### src/rtl/jb_dl_delay_apply.sv
// DL DFE delay-apply consumer: captures per-carrier/antenna delays on trigger, streams them at frame sync.
// Optional JB_DL_DELAY_SKIP_UNCHANGED_EN: skip entries equal to the last-applied value.
module jb_dl_delay_apply #(
    parameter int unsigned NUM_CAR     = 2,
    parameter int unsigned NUM_ANT     = 4,
    parameter int unsigned INT_W       = 7,
    parameter int unsigned FRAC_W      = 16,
    parameter int unsigned MAX_INT_DLY = 100
) (
    input  logic                              clk,
    input  logic                              rst,
    input  logic                              dl_ant_int_frac_delay_trig,
    input  logic [NUM_CAR*NUM_ANT*INT_W-1:0]  dl_int_delay,
    input  logic [NUM_CAR*NUM_ANT*FRAC_W-1:0] dl_frac_delay,
    input  logic                              clear_sat_flags,
    input  logic                              frame_sync,
    input  logic                              upd_ready,
    output logic                              upd_valid,
    output logic [$clog2(NUM_CAR)-1:0]        upd_car,
    output logic [$clog2(NUM_ANT)-1:0]        upd_ant,
    output logic [INT_W-1:0]                  upd_int,
    output logic [FRAC_W-1:0]                 upd_frac,
    output logic                              busy,
    output logic                              done,
    output logic                              clamp_flag,
    output logic                              overrun_flag
);

    localparam int unsigned NUM_ENT = NUM_CAR * NUM_ANT;
    localparam int unsigned IDX_W   = $clog2(NUM_ENT);
    localparam int unsigned CAR_W   = $clog2(NUM_CAR);
    localparam int unsigned ANT_W   = $clog2(NUM_ANT);
    localparam logic [IDX_W-1:0] LAST_IDX = IDX_W'(NUM_ENT - 1);
    localparam logic [INT_W-1:0] MAX_INT  = INT_W'(MAX_INT_DLY);

    typedef enum logic [1:0] {S_IDLE, S_ARMED, S_SEND, S_DONE} state_t;

    state_t              r_state, w_state_nxt;
    logic [IDX_W-1:0]    r_idx, w_idx_nxt;
    logic                r_trig_q;
    logic [INT_W-1:0]    r_sh_int  [NUM_ENT];
    logic [FRAC_W-1:0]   r_sh_frac [NUM_ENT];

    logic                r_upd_valid;
    logic [CAR_W-1:0]    r_upd_car;
    logic [ANT_W-1:0]    r_upd_ant;
    logic [INT_W-1:0]    r_upd_int;
    logic [FRAC_W-1:0]   r_upd_frac;
    logic                r_busy, r_done, r_clamp, r_ovr;

    logic                w_evt, w_xfer, w_adv, w_capture, w_set_ovr, w_set_clamp;
    logic                w_changed, w_valid_nxt;
    logic [INT_W-1:0]    w_int_nxt, w_int_cl;
    logic [FRAC_W-1:0]   w_frac_nxt;

    assign w_evt  = dl_ant_int_frac_delay_trig & ~r_trig_q;
    assign w_xfer = r_upd_valid & upd_ready;

    // Entry for the next beat; a same-cycle capture must be visible to the first beat.
    always_comb begin
        w_int_nxt  = r_sh_int[w_idx_nxt];
        w_frac_nxt = r_sh_frac[w_idx_nxt];
        if (w_capture) begin
            w_int_nxt  = dl_int_delay[int'(w_idx_nxt)*INT_W +: INT_W];
            w_frac_nxt = dl_frac_delay[int'(w_idx_nxt)*FRAC_W +: FRAC_W];
        end
        w_int_cl = (w_int_nxt > MAX_INT) ? MAX_INT : w_int_nxt;
    end

`ifdef JB_DL_DELAY_SKIP_UNCHANGED_EN
    logic [INT_W-1:0]  r_last_int  [NUM_ENT];
    logic [FRAC_W-1:0] r_last_frac [NUM_ENT];

    // In SEND a low valid means the current entry is being skipped, so advance anyway.
    assign w_adv     = w_xfer | ~r_upd_valid;
    assign w_changed = (w_int_cl != r_last_int[w_idx_nxt]) || (w_frac_nxt != r_last_frac[w_idx_nxt]);

    always_ff @(posedge clk or posedge rst) begin
        if (rst) begin
            for (int unsigned k = 0; k < NUM_ENT; k++) begin
                r_last_int[IDX_W'(k)]  <= '0;
                r_last_frac[IDX_W'(k)] <= '0;
            end
        end else if (w_xfer) begin
            r_last_int[r_idx]  <= r_upd_int;
            r_last_frac[r_idx] <= r_upd_frac;
        end
    end
`else
    assign w_adv     = w_xfer;
    assign w_changed = 1'b1;
`endif

    always_comb begin
        w_state_nxt = r_state;
        w_idx_nxt   = r_idx;
        w_capture   = 1'b0;
        w_set_ovr   = 1'b0;
        w_set_clamp = 1'b0;
        case (r_state)
            S_IDLE, S_DONE: begin
                w_state_nxt = S_IDLE;
                if (w_evt) begin
                    w_capture   = 1'b1;
                    w_state_nxt = S_ARMED;
                end
            end
            S_ARMED: begin
                w_capture = w_evt;
                if (frame_sync) begin
                    w_state_nxt = S_SEND;
                    w_idx_nxt   = '0;
                end
            end
            S_SEND: begin
                w_set_ovr   = w_evt;
                w_set_clamp = w_xfer && (r_sh_int[r_idx] > MAX_INT);
                if (w_adv) begin
                    if (r_idx == LAST_IDX) begin
                        w_state_nxt = S_DONE;
                    end else begin
                        w_idx_nxt = r_idx + IDX_W'(1);
                    end
                end
            end
            default: w_state_nxt = S_IDLE;
        endcase
    end

    assign w_valid_nxt = (w_state_nxt == S_SEND) && w_changed;

    always_ff @(posedge clk or posedge rst) begin
        if (rst) begin
            r_state     <= S_IDLE;
            r_idx       <= '0;
            r_trig_q    <= 1'b0;
            r_upd_valid <= 1'b0;
            r_upd_car   <= '0;
            r_upd_ant   <= '0;
            r_upd_int   <= '0;
            r_upd_frac  <= '0;
            r_busy      <= 1'b0;
            r_done      <= 1'b0;
            r_clamp     <= 1'b0;
            r_ovr       <= 1'b0;
            for (int unsigned k = 0; k < NUM_ENT; k++) begin
                r_sh_int[IDX_W'(k)]  <= '0;
                r_sh_frac[IDX_W'(k)] <= '0;
            end
        end else begin
            r_state     <= w_state_nxt;
            r_idx       <= w_idx_nxt;
            r_trig_q    <= dl_ant_int_frac_delay_trig;
            r_upd_valid <= w_valid_nxt;
            r_busy      <= (w_state_nxt == S_ARMED) || (w_state_nxt == S_SEND);
            r_done      <= (w_state_nxt == S_DONE);
            r_clamp     <= w_set_clamp | (r_clamp & ~clear_sat_flags);
            r_ovr       <= w_set_ovr | (r_ovr & ~clear_sat_flags);
            if (w_capture) begin
                for (int unsigned k = 0; k < NUM_ENT; k++) begin
                    r_sh_int[IDX_W'(k)]  <= dl_int_delay[k*INT_W +: INT_W];
                    r_sh_frac[IDX_W'(k)] <= dl_frac_delay[k*FRAC_W +: FRAC_W];
                end
            end
            if (w_state_nxt == S_SEND) begin
                r_upd_car  <= CAR_W'(w_idx_nxt >> ANT_W);
                r_upd_ant  <= ANT_W'(w_idx_nxt);
                r_upd_int  <= w_int_cl;
                r_upd_frac <= w_frac_nxt;
            end else begin
                r_upd_car  <= '0;
                r_upd_ant  <= '0;
                r_upd_int  <= '0;
                r_upd_frac <= '0;
            end
        end
    end

    assign upd_valid    = r_upd_valid;
    assign upd_car      = r_upd_car;
    assign upd_ant      = r_upd_ant;
    assign upd_int      = r_upd_int;
    assign upd_frac     = r_upd_frac;
    assign busy         = r_busy;
    assign done         = r_done;
    assign clamp_flag   = r_clamp;
    assign overrun_flag = r_ovr;

endmodule

### config.mk
export PLATFORM = sky130hd
export DESIGN_NAME = jb_dl_delay_apply
export DESIGN_NICKNAME = d
export VERILOG_FILES = /design/src/rtl/jb_dl_delay_apply.sv
export SDC_FILE = /design/constraint.sdc
export NUM_CORES = 1
export LEC_CHECK = 0
export CORE_UTILIZATION = 48
export DETAILED_ROUTE_END_ITERATION = 7
export GPL_TIMING_DRIVEN = 1
export PLACE_DENSITY = 0.73
export SLEW_MARGIN = 20
export SYNTH_ARGS = -nofsm -noshare
export SYNTH_HDL_FRONTEND = slang
export SYNTH_SLANG_ARGS = --single-unit
### constraint.sdc
create_clock -name clk -period 9.7 [get_ports clk]
set_input_delay 1.455 -clock clk [delete_from_list [all_inputs] [get_ports clk]]
set_output_delay 1.455 -clock clk [all_outputs]
set_load 0.01 [all_outputs]
==> results.md, run 1 <==
* WP data required at 10.15 ns
* Num CTS Buffers at 26
* Most frequent cells in the layout: 566 x nand2_1, 221 x dfrtp_1, 220 x clkdlybuf4s50_1
* Footprint of the multi-input gates at 0.005379 sq mm
* FF+latch area at 0.005530 sq mm
* Die Width at 155.4 um
* CTS H-tree depth at 1
* CTS Sinks at 221
* Num rows at 55
* DIE AREA at ~0.024 sq mm
* Clk pwr share at 0.317
* Setup ws final at 5.291 ns
* Hpwl dp at around 23,000 um
* Post-route ant nets at 0
* Most common cell after layout, fill and taps aside: nand2_1
* # resized after CTS at 0
* Critical hold path startpoint: r_sh_frac[2]
* Initial drt markers at 836
* Largest net degree at the start of global routing at 106
* Dpl cell area at between 0.01 and 0.015 sq mm
* CTS root buf: clkbuf_16
* Worst hold path class: flop to flop
* Switching part of the total at 0.2992
* Routed len/inst at 20.04 um
* Initial DRT Pass Iterations at 5
* Final GP Congestion at around 0.94
* Synth Flop Type: dfrtp_1
* Startpoint Class: input pin
* Period utilization at 0.4546
* Sequential fraction of the synthesis area at 0.4898
* Vias in the first global route at 9,116
* Internal power at 2.061 mW
* I/O Buffers at 220
* CTS tree: done
* Via count at 9,268
* Pwr/cell area at between 200 and 250 mW/mm^2
* Max incr delay on CP at 0.73 ns
* Post-route minimum period at between 4 and 5 ns
* Setup Buffers After CTS at 0
* Max Freq at between 200 and 250 MHz
* Reg2reg path depth at 12
* Die Y at between 150 and 200 um
* # setup viols final at 0
* Worst-path cell chain: clkdlybuf4s50_1, and4b_4, a21oi_2, a31o_4, inv_2, mux4_2, a22o_1, a41o_1, and2_4, o21a_1, nor2_1
* Tot GR Track Use at 0.2801
* Final hold slack at 0.4735 ns
* Number of fill cells at 1,825
* Vias per Instance at approximately 5.6
* Sequential share of power at 0.428
* Final nets at roughly 1,500
* Slowest CP cell: inv_2
* CP endpoint kind: flop
* Final instance area at around 0.014 sq mm
* DRC at 0
* Clk buf depth at 3
* First-pass GRT wire length at 51,690 um
* Clk_lat worst skew at 0.53 ns
* Setup TNS at 0 ns
* Max Slew Vio Count at 0
* Mean post-synth cell area at about 10 sq um
* Max Cap Viol at 0
* Peak VDD IR at 0.0001373 V
* Reg2reg start: r_state[0]
* Clock-pin slew on the worst setup and hold paths at 0.06 ns
* Starting Density at 0.4942
* Worst Tran Pin Value at 1.093 ns
* Rel. slew slack at 0.2716
* Synth warn at 0
* Initial antenna violation count at 1
* Global route total overflow at 0
* Hold-fix buffers, CTS at 0
* Yosys cell types at 42
* Pre-CTS WS at 4.759 ns
* Synthesized instance count at 1,130
* Area Overhead vs Synth at 27.92%
* Crit Path Max Fanout at 38
* Core ar. at 0.02285 sq mm
* Sw Pwr at 879.9 uW
* Critical path class: input pin to flop
* Final Skew at 0.009831 ns
* Hold path depth at 2
* Net count after synthesis at 1,326
* Synthesized flop and latch total at 221
* Leak at 6.715 nW
* Final WL at 32,920 um
* Share of total power in combinational logic at 0.254
* Post-synth EDFFs at 0
* Ratio of cells with drive above 1 in the final layout at 0.1151
* Post-Synthesis Cell Area at ~0.011 sq mm
* Post-synth ARST share at 1.000
* Arr. time, crit path at 4.86 ns
* Unrepaired setup endpoints after global routing: false
* Worst Setup SP: upd_ready
* Final hold vios at 0
* I/O pins at 221
* Outcome: complete, no violations
==> cell usage after synthesis, types with 2 or more instances <==
master | instances | area (sq um)
nand2_1 | 566 | 2125
mux4_2 | 95 | 2140
buf_1 | 3 | 11.26
nand2b_1 | 2 | 12.51
mux2i_1 | 26 | 260.3
and2_1 | 18 | 112.6
buf_4 | 2 | 15.01
o21ai_1 | 3 | 15.01
a211oi_1 | 7 | 52.55
nor2_1 | 23 | 86.33
ha_1 | 6 | 75.07
nand3_1 | 16 | 80.08
a41oi_1 | 2 | 17.52
o22ai_1 | 11 | 68.82
inv_1 | 12 | 45.04
a22oi_1 | 4 | 30.03
o21ai_0 | 14 | 70.07
dfrtp_1 | 221 | 5530
a21oi_1 | 7 | 35.03
nor3_1 | 3 | 15.01
buf_2 | 10 | 50.05
clkbuf_1 | 51 | 191.4
buf_6 | 7 | 78.83
inv_2 | 3 | 11.26
==> power groups by stage <==
stage	Combinational [mW]	Sequential, mW	Clock (mW)
floorplan	0.509	1.22	0
global placement	0.719	1.26	0
detailed placement	0.745	1.26	0
CTS	0.750	1.25	0.946
global route	0.825	1.28	0.985
finish	0.748	1.26	0.934
==> cells by family after synthesis <==
logic type               share of synthesized area
adder cells (fa/ha/maj)                   0.006648
AO/OA/AOI/OAI                              0.03590
flip-flops                                  0.4898
buffers and inverters                      0.03568
multiplexers                                0.2125
AND/OR/NAND/NOR                             0.2195
==> registers in the layout (all words and copies together), names as in the netlist <==
name,count
r_idx,3
upd_valid,1
upd_frac,16
overrun_flag,1
upd_int,7
r_sh_int,56
busy,1
r_trig_q,1
upd_car,1
clamp_flag,1
upd_ant,2
r_sh_frac,128
done,1
r_state,2
==> routing by layer <==
layer / global-route usage / routed length [um]
met2: 0.3978 / 14240
met5: 0 / 0
met4: 0.07610 / 769
met3: 0.05460 / 3228
met1: 0.4385 / 14680
==> metrics by stage <==
step           instances  utilization  power [mW]
6_report            1643       0.6323       2.941
5_1_grt             1643       0.6323       3.091
4_1_cts             1642       0.6321       2.950
3_5_place_dp        1598       0.5964       2.009
3_3_place_gp        1598       0.5964       1.982
2_1_floorplan       1130            -       1.733
==> worst max-delay path, delay by kind of cell <==
kind                   cells  cell delay (ns)
buffers and inverters      2             1.26
multiplexers               1             0.61
AND/OR/NAND/NOR            3             0.57
AO/OA/AOI/OAI              5             0.94
==> area by class of cell <==
class                           count  share of cell area
Tap cell                          313             0.02711
Timing Repair Buffer              228              0.1566
Multi-Input combinational cell    821              0.3724
Clock buffer                       41             0.05526
Clock inverter                      3            0.001213
Antenna cell                        1           0.0001732
Sequential cell                   221              0.3828
Inverter                           15            0.004417
==> path summary, 6_finish.rpt <==
path / end / slack [ns]
worst max-delay path: upd_int[0] / 5.29
worst min-delay path: r_sh_frac[2] / 0.47
worst max register to register: upd_int[0] / 5.81
worst min register to register: r_sh_frac[2] / 0.47
max in group asynchronous: r_sh_frac[118] / 6.22
min in group asynchronous: r_state[1] / 1.44
(Power assumes the default switching activity.)
==> run 2, diff against run 1 <==
--- a/config.mk
+++ b/config.mk
@@ -5,10 +5,10 @@
 export SDC_FILE = /design/constraint.sdc
 export NUM_CORES = 1
 export LEC_CHECK = 0
-export CORE_UTILIZATION = 48
+export CORE_UTILIZATION = 47
 export DETAILED_ROUTE_END_ITERATION = 7
 export GPL_TIMING_DRIVEN = 1
-export PLACE_DENSITY = 0.73
+export PLACE_DENSITY = 0.75
 export SLEW_MARGIN = 20
 export SYNTH_ARGS = -nofsm -noshare
 export SYNTH_HDL_FRONTEND = slang
==> constraint.sdc (replaced) <==
create_clock -name clk -period 4 [get_ports clk]
set_input_delay 0.6 -clock clk [delete_from_list [all_inputs] [get_ports clk]]
set_output_delay 0.6 -clock clk [all_outputs]
set_load 0.01 [all_outputs]
==> run 2 against run 1 <==
Against the previous run: non-clock buffer count rose by 13; cell area increased by 0.87%; routed wire length down 0.34%; sequential power is 140% higher; largest cell class unchanged; sequential share of layout area shrank 0.33 points; highest routed layer is now met5; largest power group unchanged; worst hold slack got worse by 0.00054 ns.
==> results.md, run 2 (synthesis results as in run 1) <==
* Rel. slew slack at 0.4533 (was 0.2716)
* Post-route ant nets at 0 (unchanged)
* Via count at 9,312 (was 9,268)
* Critical hold path startpoint: r_sh_frac[108] (was r_sh_frac[2])
* Crit path top cell by count: nand3_1
* Final WL at 32,810 um (was 32,920 um)
* Hold-fix buffers, CTS at 0 (unchanged)
* Worst Tran Pin Value at 0.8183 ns (was 1.093 ns)
* Setup Buffers After CTS at 0 (unchanged)
* Reg2reg start: r_state[0] (unchanged)
* Hpwl dp at 23,740 um (was 22,900 um)
* Worst hold path class: flop to flop (unchanged)
* Internal power at 4.869 mW (was 2.061 mW)
* Initial DRT Pass Iterations at 5 (unchanged)
* Leak at 6.770 nW (was 6.715 nW)
* Sequential share of power at 0.437 (was 0.428)
* Final nets at 1,519 (was 1,509)
* Final hold vios at 0 (unchanged)
* CTS tree: done (unchanged)
* Clk pwr share at 0.297 (was 0.317)
* Clk_lat worst skew at 0.51 ns (was 0.53 ns)
* Pre-CTS WS at 0.4650 ns (was 4.759 ns)
* Vias in the first global route at 8,957 (was 9,116)
* Worst Setup SP: r_state[0] (was upd_ready)
* WP data required at 4.44 ns (was 10.15 ns)
* I/O pins at 221 (unchanged)
* Num rows at 56 (was 55)
* Largest register FFs at 128 (unchanged)
* Slowest CP cell: dfrtp_1 (was inv_2)
* Unrepaired setup endpoints after global routing: false (unchanged)
* Post-route minimum period at ~3.4 ns
* Most frequent cells in the layout: 566 x nand2_1, 221 x dfrtp_1, 220 x clkdlybuf4s50_1 (unchanged)
* # resized after CTS at 0 (unchanged)
* Die Width at 157 um (was 155.4 um)
* Switching part of the total at 0.3003 (was 0.2992)
* Core ar. at 0.02354 sq mm (was 0.02285 sq mm)
* Routed len/inst at 19.76 um (was 20.04 um)
* Initial antenna violation count at 3 (was 1)
* Hold path depth at 2 (unchanged)
* # setup viols final at 0 (unchanged)
* CP endpoint kind: flop (unchanged)
* Num CTS Buffers at 23 (was 26)
* Die Y at 157 um (was 155.4 um)
* CTS Sinks at 221 (unchanged)
* Clock-pin slew on the worst setup and hold paths at 0.06 ns (about the same)
* Post-layout util at 0.6189 (was 0.6323)
* Max Cap Viol at 0 (unchanged)
* Startpoint Class: flop (was input pin)
* Min-Delay Endpoint: r_sh_frac[108] (was r_sh_frac[2])
* Worst-path cell chain: inv_1, ha_1, and4b_4, nand3_1, and3_4, inv_2, buf_4, mux2i_1, o22ai_1, nor4_1, nand3_1, o21a_1, nor2_1 (was clkdlybuf4s50_1, and4b_4, a21oi_2, a31o_4, inv_2, mux4_2, a22o_1, a41o_1, and2_4, o21a_1, nor2_1)
* Initial drt markers at 1,007 (was 836)
* Ratio of cells with drive above 1 in the final layout at 0.1225 (was 0.1151)
* Setup TNS at 0 ns (unchanged)
* Share of total power in combinational logic at 0.266 (was 0.254)
* Final Skew at 0.01483 ns (was 0.009831 ns)
* Max incr delay on CP at 0.39 ns (was 0.73 ns)
* Arr. time, crit path at 3.88 ns (was 4.86 ns)
* Outcome: complete, no violations (unchanged)
* Peak VDD IR at 0.0002767 V (was 0.0001373 V)
* Total Power at 6.959 mW (was 2.941 mW)
* Setup ws final at 0.5609 ns (was 5.291 ns)
* Max Freq at 290.8 MHz
* I/O Buffers at 220 (unchanged)
* CTS H-tree depth at 1 (unchanged)
* Reg2reg path depth at 13 (was 12)
* DRC at 0 (unchanged)
* Most flop-heavy register: r_sh_frac (unchanged)
* Tot GR Track Use at 0.2697 (was 0.2801)
* CTS root buf: clkbuf_16 (unchanged)
* Final GP Congestion at 0.9115 (was 0.9404)
* Area Overhead vs Synth at 29.03% (was 27.92%)
* Crit Path Max Fanout at 17 (was 38)
* DIE AREA at 0.02465 sq mm (was 0.02414 sq mm)
* Sw Pwr at 2.090 mW (was 879.9 uW)
* Vias per Instance at 5.610 (was 5.641)
* First-pass GRT wire length at 50,310 um (was 51,690 um)
* Most common cell after layout, fill and taps aside: nand2_1 (unchanged)
* Clk buf depth at 3 (unchanged)
* Max Slew Vio Count at 0 (unchanged)
* Largest net degree at the start of global routing at 110 (was 106)
* Starting Density at 0.4796 (was 0.4942)
* Critical path class: flop to flop (was input pin to flop)
* Pwr/cell area at 477.6 mW/mm^2 (was 203.6 mW/mm^2)
* Reg2Reg Setup Slack at 0.56 ns (was 5.81 ns)
* Period utilization at 0.8598
* Global route total overflow at 0 (unchanged)
* FF-to-FF End: upd_int[0] (unchanged)
==> run 2: cell count changes in the layout (fill, tap and decap cells not counted), sizes merged <==
| cell | change |
|---|---|
| buf | +13 |
| clkbuf | -5 |
| clkinv | +1 |
| clkinvlp | +2 |
| diode | +1 |
| inv | -1 |
==> run 2: worst max path at each step <==
| stage | to | slack [ns] | cells after the start |
|---|---|---|---|
| finish | upd_int[0] | 0.56 | 13 |
| global route | upd_int[0] | 0.34 | 13 |
| CTS | upd_int[0] | 0.63 | 13 |
| detailed placement | upd_frac[6] | 0.47 | 9 |
| global placement | upd_frac[1] | 0.54 | 9 |
| floorplan | busy | 0.52 | 1 |
==> run 2: final cells by class <==
type / instances / area (sq um)
repair buffers: 241 / 2472
flip-flops and latches: 221 / 5530
fillers: 1906 / 8972
inverters: 15 / 60.06
well taps: 319 / 399.1
clock inverters: 5 / 30.03
diodes: 2 / 5.005
clock buffers: 36 / 694.4
multi-input cells: 821 / 5379
==> run 2: worst max-delay path: cells and delay by family, from the launching register on <==
family          cells  cell delay, ns
compound gates      2            0.36
fa+ha+maj           1            0.38
buf+inv             3            0.67
flops               1            0.39
mux                 1            0.22
simple gates        6            1.33
==> run 2: power groups by stage <==
stage | clock [mW] | combinational, mW | sequential (mW)
3_5_place_dp | 0 | 1.84 | 3.06
6_report | 2.07 | 1.85 | 3.04
5_1_grt | 2.18 | 2.03 | 3.08
2_1_floorplan | 0 | 1.23 | 2.97
3_3_place_gp | 0 | 1.78 | 3.05
4_1_cts | 2.10 | 1.84 | 3.03
==> run 2: routing by layer <==
layer | wire length, um | global-route usage | vias to the layer above | share of wire
met3 | 3592 | 0.06388 | 53 | 0.11
met4 | 854 | 0.08217 | 2 | 0.026
li1 | - | - | 4178 | -
met5 | 13 | 0 | - | 0.00040
met1 | 14280 | 0.4186 | 4615 | 0.44
met2 | 14070 | 0.3725 | 464 | 0.43
==> run 2: stage by stage <==
stage	cells	cell area [sq um]	hold slack, ns
6_report	1660	14570	0.4730
5_1_grt	1660	14570	0.4919
4_1_cts	1658	14570	0.4769
3_5_place_dp	1617	13840	0.4595
3_3_place_gp	1617	13840	0.4520
2_1_floorplan	1130	11300	0.4403
==> run 3, diff against run 2 <==
--- a/config.mk
+++ b/config.mk
@@ -5,10 +5,11 @@
 export SDC_FILE = /design/constraint.sdc
 export NUM_CORES = 1
 export LEC_CHECK = 0
-export CORE_UTILIZATION = 47
+export CORE_UTILIZATION = 48
 export DETAILED_ROUTE_END_ITERATION = 7
-export GPL_TIMING_DRIVEN = 1
-export PLACE_DENSITY = 0.75
+export DONT_BUFFER_PORTS = 1
+export GPL_TIMING_DRIVEN = 0
+export PLACE_DENSITY = 0.63
 export SLEW_MARGIN = 20
 export SYNTH_ARGS = -nofsm -noshare
 export SYNTH_HDL_FRONTEND = slang
==> run 3 against run 2 <==
Against the previous run: setup slack got worse by 0.29 ns; critical path depth decreased by 1; sequential share of layout area increased by 5.6 points; largest power group unchanged; first-iteration DRC count increased by 2.4%; via count decreased by 5.5%; flip-flop and latch count unchanged; non-clock buffer count decreased by 160.
==> results.md, run 3 (synthesis results as in run 1) <==
* Outcome: complete, no violations (unchanged)
* Initial antenna violation count at 1 (was 3)
* Vias in the first global route at 8,744 (was 8,957)
* Footprint of the multi-input gates at 0.005359 sq mm (was 0.005379 sq mm)
* Routed len/inst at 23.74 um (was 19.76 um)
* Global route total overflow at 0 (unchanged)
* Number of fill cells at 2,040 (was 1,906)
* Most frequent cells in the layout: 566 x nand2_1, 221 x dfrtp_1, 95 x mux4_2 (was 566 x nand2_1, 221 x dfrtp_1, 220 x clkdlybuf4s50_1)
* Clk buf depth at 3 (unchanged)
* M1 WL at 14,920 um (was 14,280 um)
* Leak at 6.065 nW (was 6.770 nW)
* Final Skew at 0.01031 ns (was 0.01483 ns)
* Initial DRT Pass Iterations at 5 (unchanged)
* Vias per Instance at 5.870 (was 5.610)
* Final hold vios at 0 (unchanged)
* Max Slew Vio Count at 0 (unchanged)
* Tot GR Track Use at 0.3045 (was 0.2697)
* CTS Sinks at 221 (unchanged)
* Clk_lat worst skew at 0.53 ns (was 0.51 ns)
* DRC at 0 (unchanged)
* Pre-CTS WS at 0.3609 ns (was 0.4650 ns)
* Initial drt markers at 1,031 (was 1,007)
* CP Buf/Inv Count at 4 (was 3)
* Clock-pin slew on the worst setup and hold paths at 0.06 ns (about the same)
* Final GP Congestion at 0.9116 (was 0.9115)
* Max incr delay on CP at 0.59 ns (was 0.39 ns)
* First-pass GRT wire length at 54,120 um (was 50,310 um)
* Slowest CP cell: clkbuf_1 (was dfrtp_1)
* Final nets at 1,362 (was 1,519)
* Num rows at 55 (was 56)
* Final cell count without fillers at 1,499 (was 1,660)
* Pwr/cell area at 560.7 mW/mm^2 (was 477.6 mW/mm^2)
* Peak VDD IR at 0.0003395 V (was 0.0002767 V)
* FF+latch area at 0.005530 sq mm (unchanged)
* Max Freq at 268.3 MHz (was 290.8 MHz)
* Unrepaired setup endpoints after global routing: false (unchanged)
* Worst-path cell chain: inv_1, ha_1, and4b_4, a21oi_2, a31o_4, inv_2, buf_6, clkbuf_1, nand3_1, o22ai_1, nor4_1, nor3_1 (was inv_1, ha_1, and4b_4, nand3_1, and3_4, inv_2, buf_4, mux2i_1, o22ai_1, nor4_1, nand3_1, o21a_1, nor2_1)
* Die Y at 155.4 um (was 157 um)
* # diodes at 0 (was 2)
* DIE AREA at 0.02414 sq mm (was 0.02465 sq mm)
* Post-layout util at 0.5560 (was 0.6189)
* Delay-heaviest family, CP: simple AND/OR/NAND/NOR gates (unchanged)
* Rel. slew slack at 0.3694 (was 0.4533)
* Met3 WL at 4568 um (was 3592 um)
* CTS root buf: clkbuf_16 (unchanged)
* CP endpoint kind: flop (unchanged)
* Inst Count DP at 1,450 (was 1,617)
* Post-route ant nets at 0 (unchanged)
* Most common cell after layout, fill and taps aside: nand2_1 (unchanged)
* WP data required at 4.38 ns (was 4.44 ns)
* Hpwl dp at 26,400 um (was 23,740 um)
* Critical path class: flop to flop (unchanged)
* Period utilization at 0.9317 (was 0.8598)
* Ratio of cells with drive above 1 in the final layout at 0.1442 (was 0.1225)
* Largest net degree at the start of global routing at 34 (was 110)
* CTS H-tree depth at 1 (unchanged)
* Largest register FFs at 128 (unchanged)
* Die Width at 155.4 um (was 157 um)
* Worst Tran Pin Value at 0.9459 ns (was 0.8183 ns)
* Final WL at 35,590 um (was 32,810 um)
* Arr. time, crit path at 4.11 ns (was 3.88 ns)
* I/O pins at 221 (unchanged)
* Met2 wire len at 15,090 um (was 14,070 um)
* Num CTS Buffers at 26 (was 23)
* Worst hold path class: input pin to flop (was flop to flop)
* # setup viols final at 0 (unchanged)
* Starting Density at 0.4942 (was 0.4796)
* I/O Buffers at 0 (was 220)
* Crit Path Max Fanout at 10 (was 17)
* Area Overhead vs Synth at 12.50% (was 29.03%)
* Most flop-heavy register: r_sh_frac (unchanged)
* Max Cap Viol at 0 (unchanged)
* Final hold slack at 0.09807 ns (was 0.4730 ns)
* Via count at 8,799 (was 9,312)
* # resized after CTS at 0 (unchanged)
* Setup Buffers After CTS at 0 (unchanged)
* Highest routed layer: met5 (unchanged)
* Hold-fix buffers, CTS at 1 (was 0)
* Setup ws final at 0.2734 ns (was 0.5609 ns)
* CTS tree: done (unchanged)
* Post-route minimum period at 3.727 ns (was 3.439 ns)
* Core ar. at 0.02285 sq mm (was 0.02354 sq mm)
* Startpoint Class: flop (unchanged)
[run 3: cell types whose count changed in the layout (fill, tap and decap cells not counted), moves of 2 or more]
cell,before,now
clkdlybuf4s50_1,220,0
clkbuf_1,6,58
buf_2,0,10
buf_4,12,2
buf_6,0,7
clkbuf_16,23,27
buf_1,0,3
clkbuf_8,7,4
clkinv_2,3,6
buf_12,9,7
bufinv_16,0,2
diode_2,2,0
[run 3: layout make-up]
class / instances / area share
sequential: 221 / 0.4353
multi-input combinational: 821 / 0.4218
clock buffer: 38 / 0.05959
tap: 313 / 0.03083
buffer: 73 / 0.02728
timing repair buffer: 8 / 0.01182
clock inverter: 10 / 0.008569
inverter: 15 / 0.004728
[run 3: power breakdown]
part           switching, mW  internal, mW  total (mW)
registers              0.339          2.72        3.06
logic                  0.902         0.754        1.66
clock network          0.964          1.44        2.40
[run 3: worst paths after layout]
check	to	depth (start not counted)	slack, ns	start
max in group asynchronous	r_sh_frac[123]	5	2.37	rst
max	upd_int[3]	12	0.27	r_state[0]
min in group asynchronous	r_sh_int[49]	2	0.60	rst
min	r_trig_q	0	0.1	dl_ant_int_frac_delay_trig
min reg2reg	r_sh_frac[10]	2	0.47	r_sh_frac[10]
max reg2reg	upd_int[3]	12	0.27	r_state[0]
[run 3: per-layer routing]
metal | global-route usage | vias up
li1 | - | 3864
met1 | 0.4436 | 4380
met2 | 0.4303 | 483
met3 | 0.1019 | 70
met4 | 0.09197 | 2
met5 | 0 | -
[run 3: per-stage QoR]
step	cell area [sq um]	power (mW)	setup TNS (ns)
2_1_floorplan	11300	4.204	0
3_3_place_gp	11690	4.648	-169.07
3_5_place_dp	11830	4.721	0
4_1_cts	12700	7.121	0
5_1_grt	12700	7.466	0
6_report	12700	7.122	0
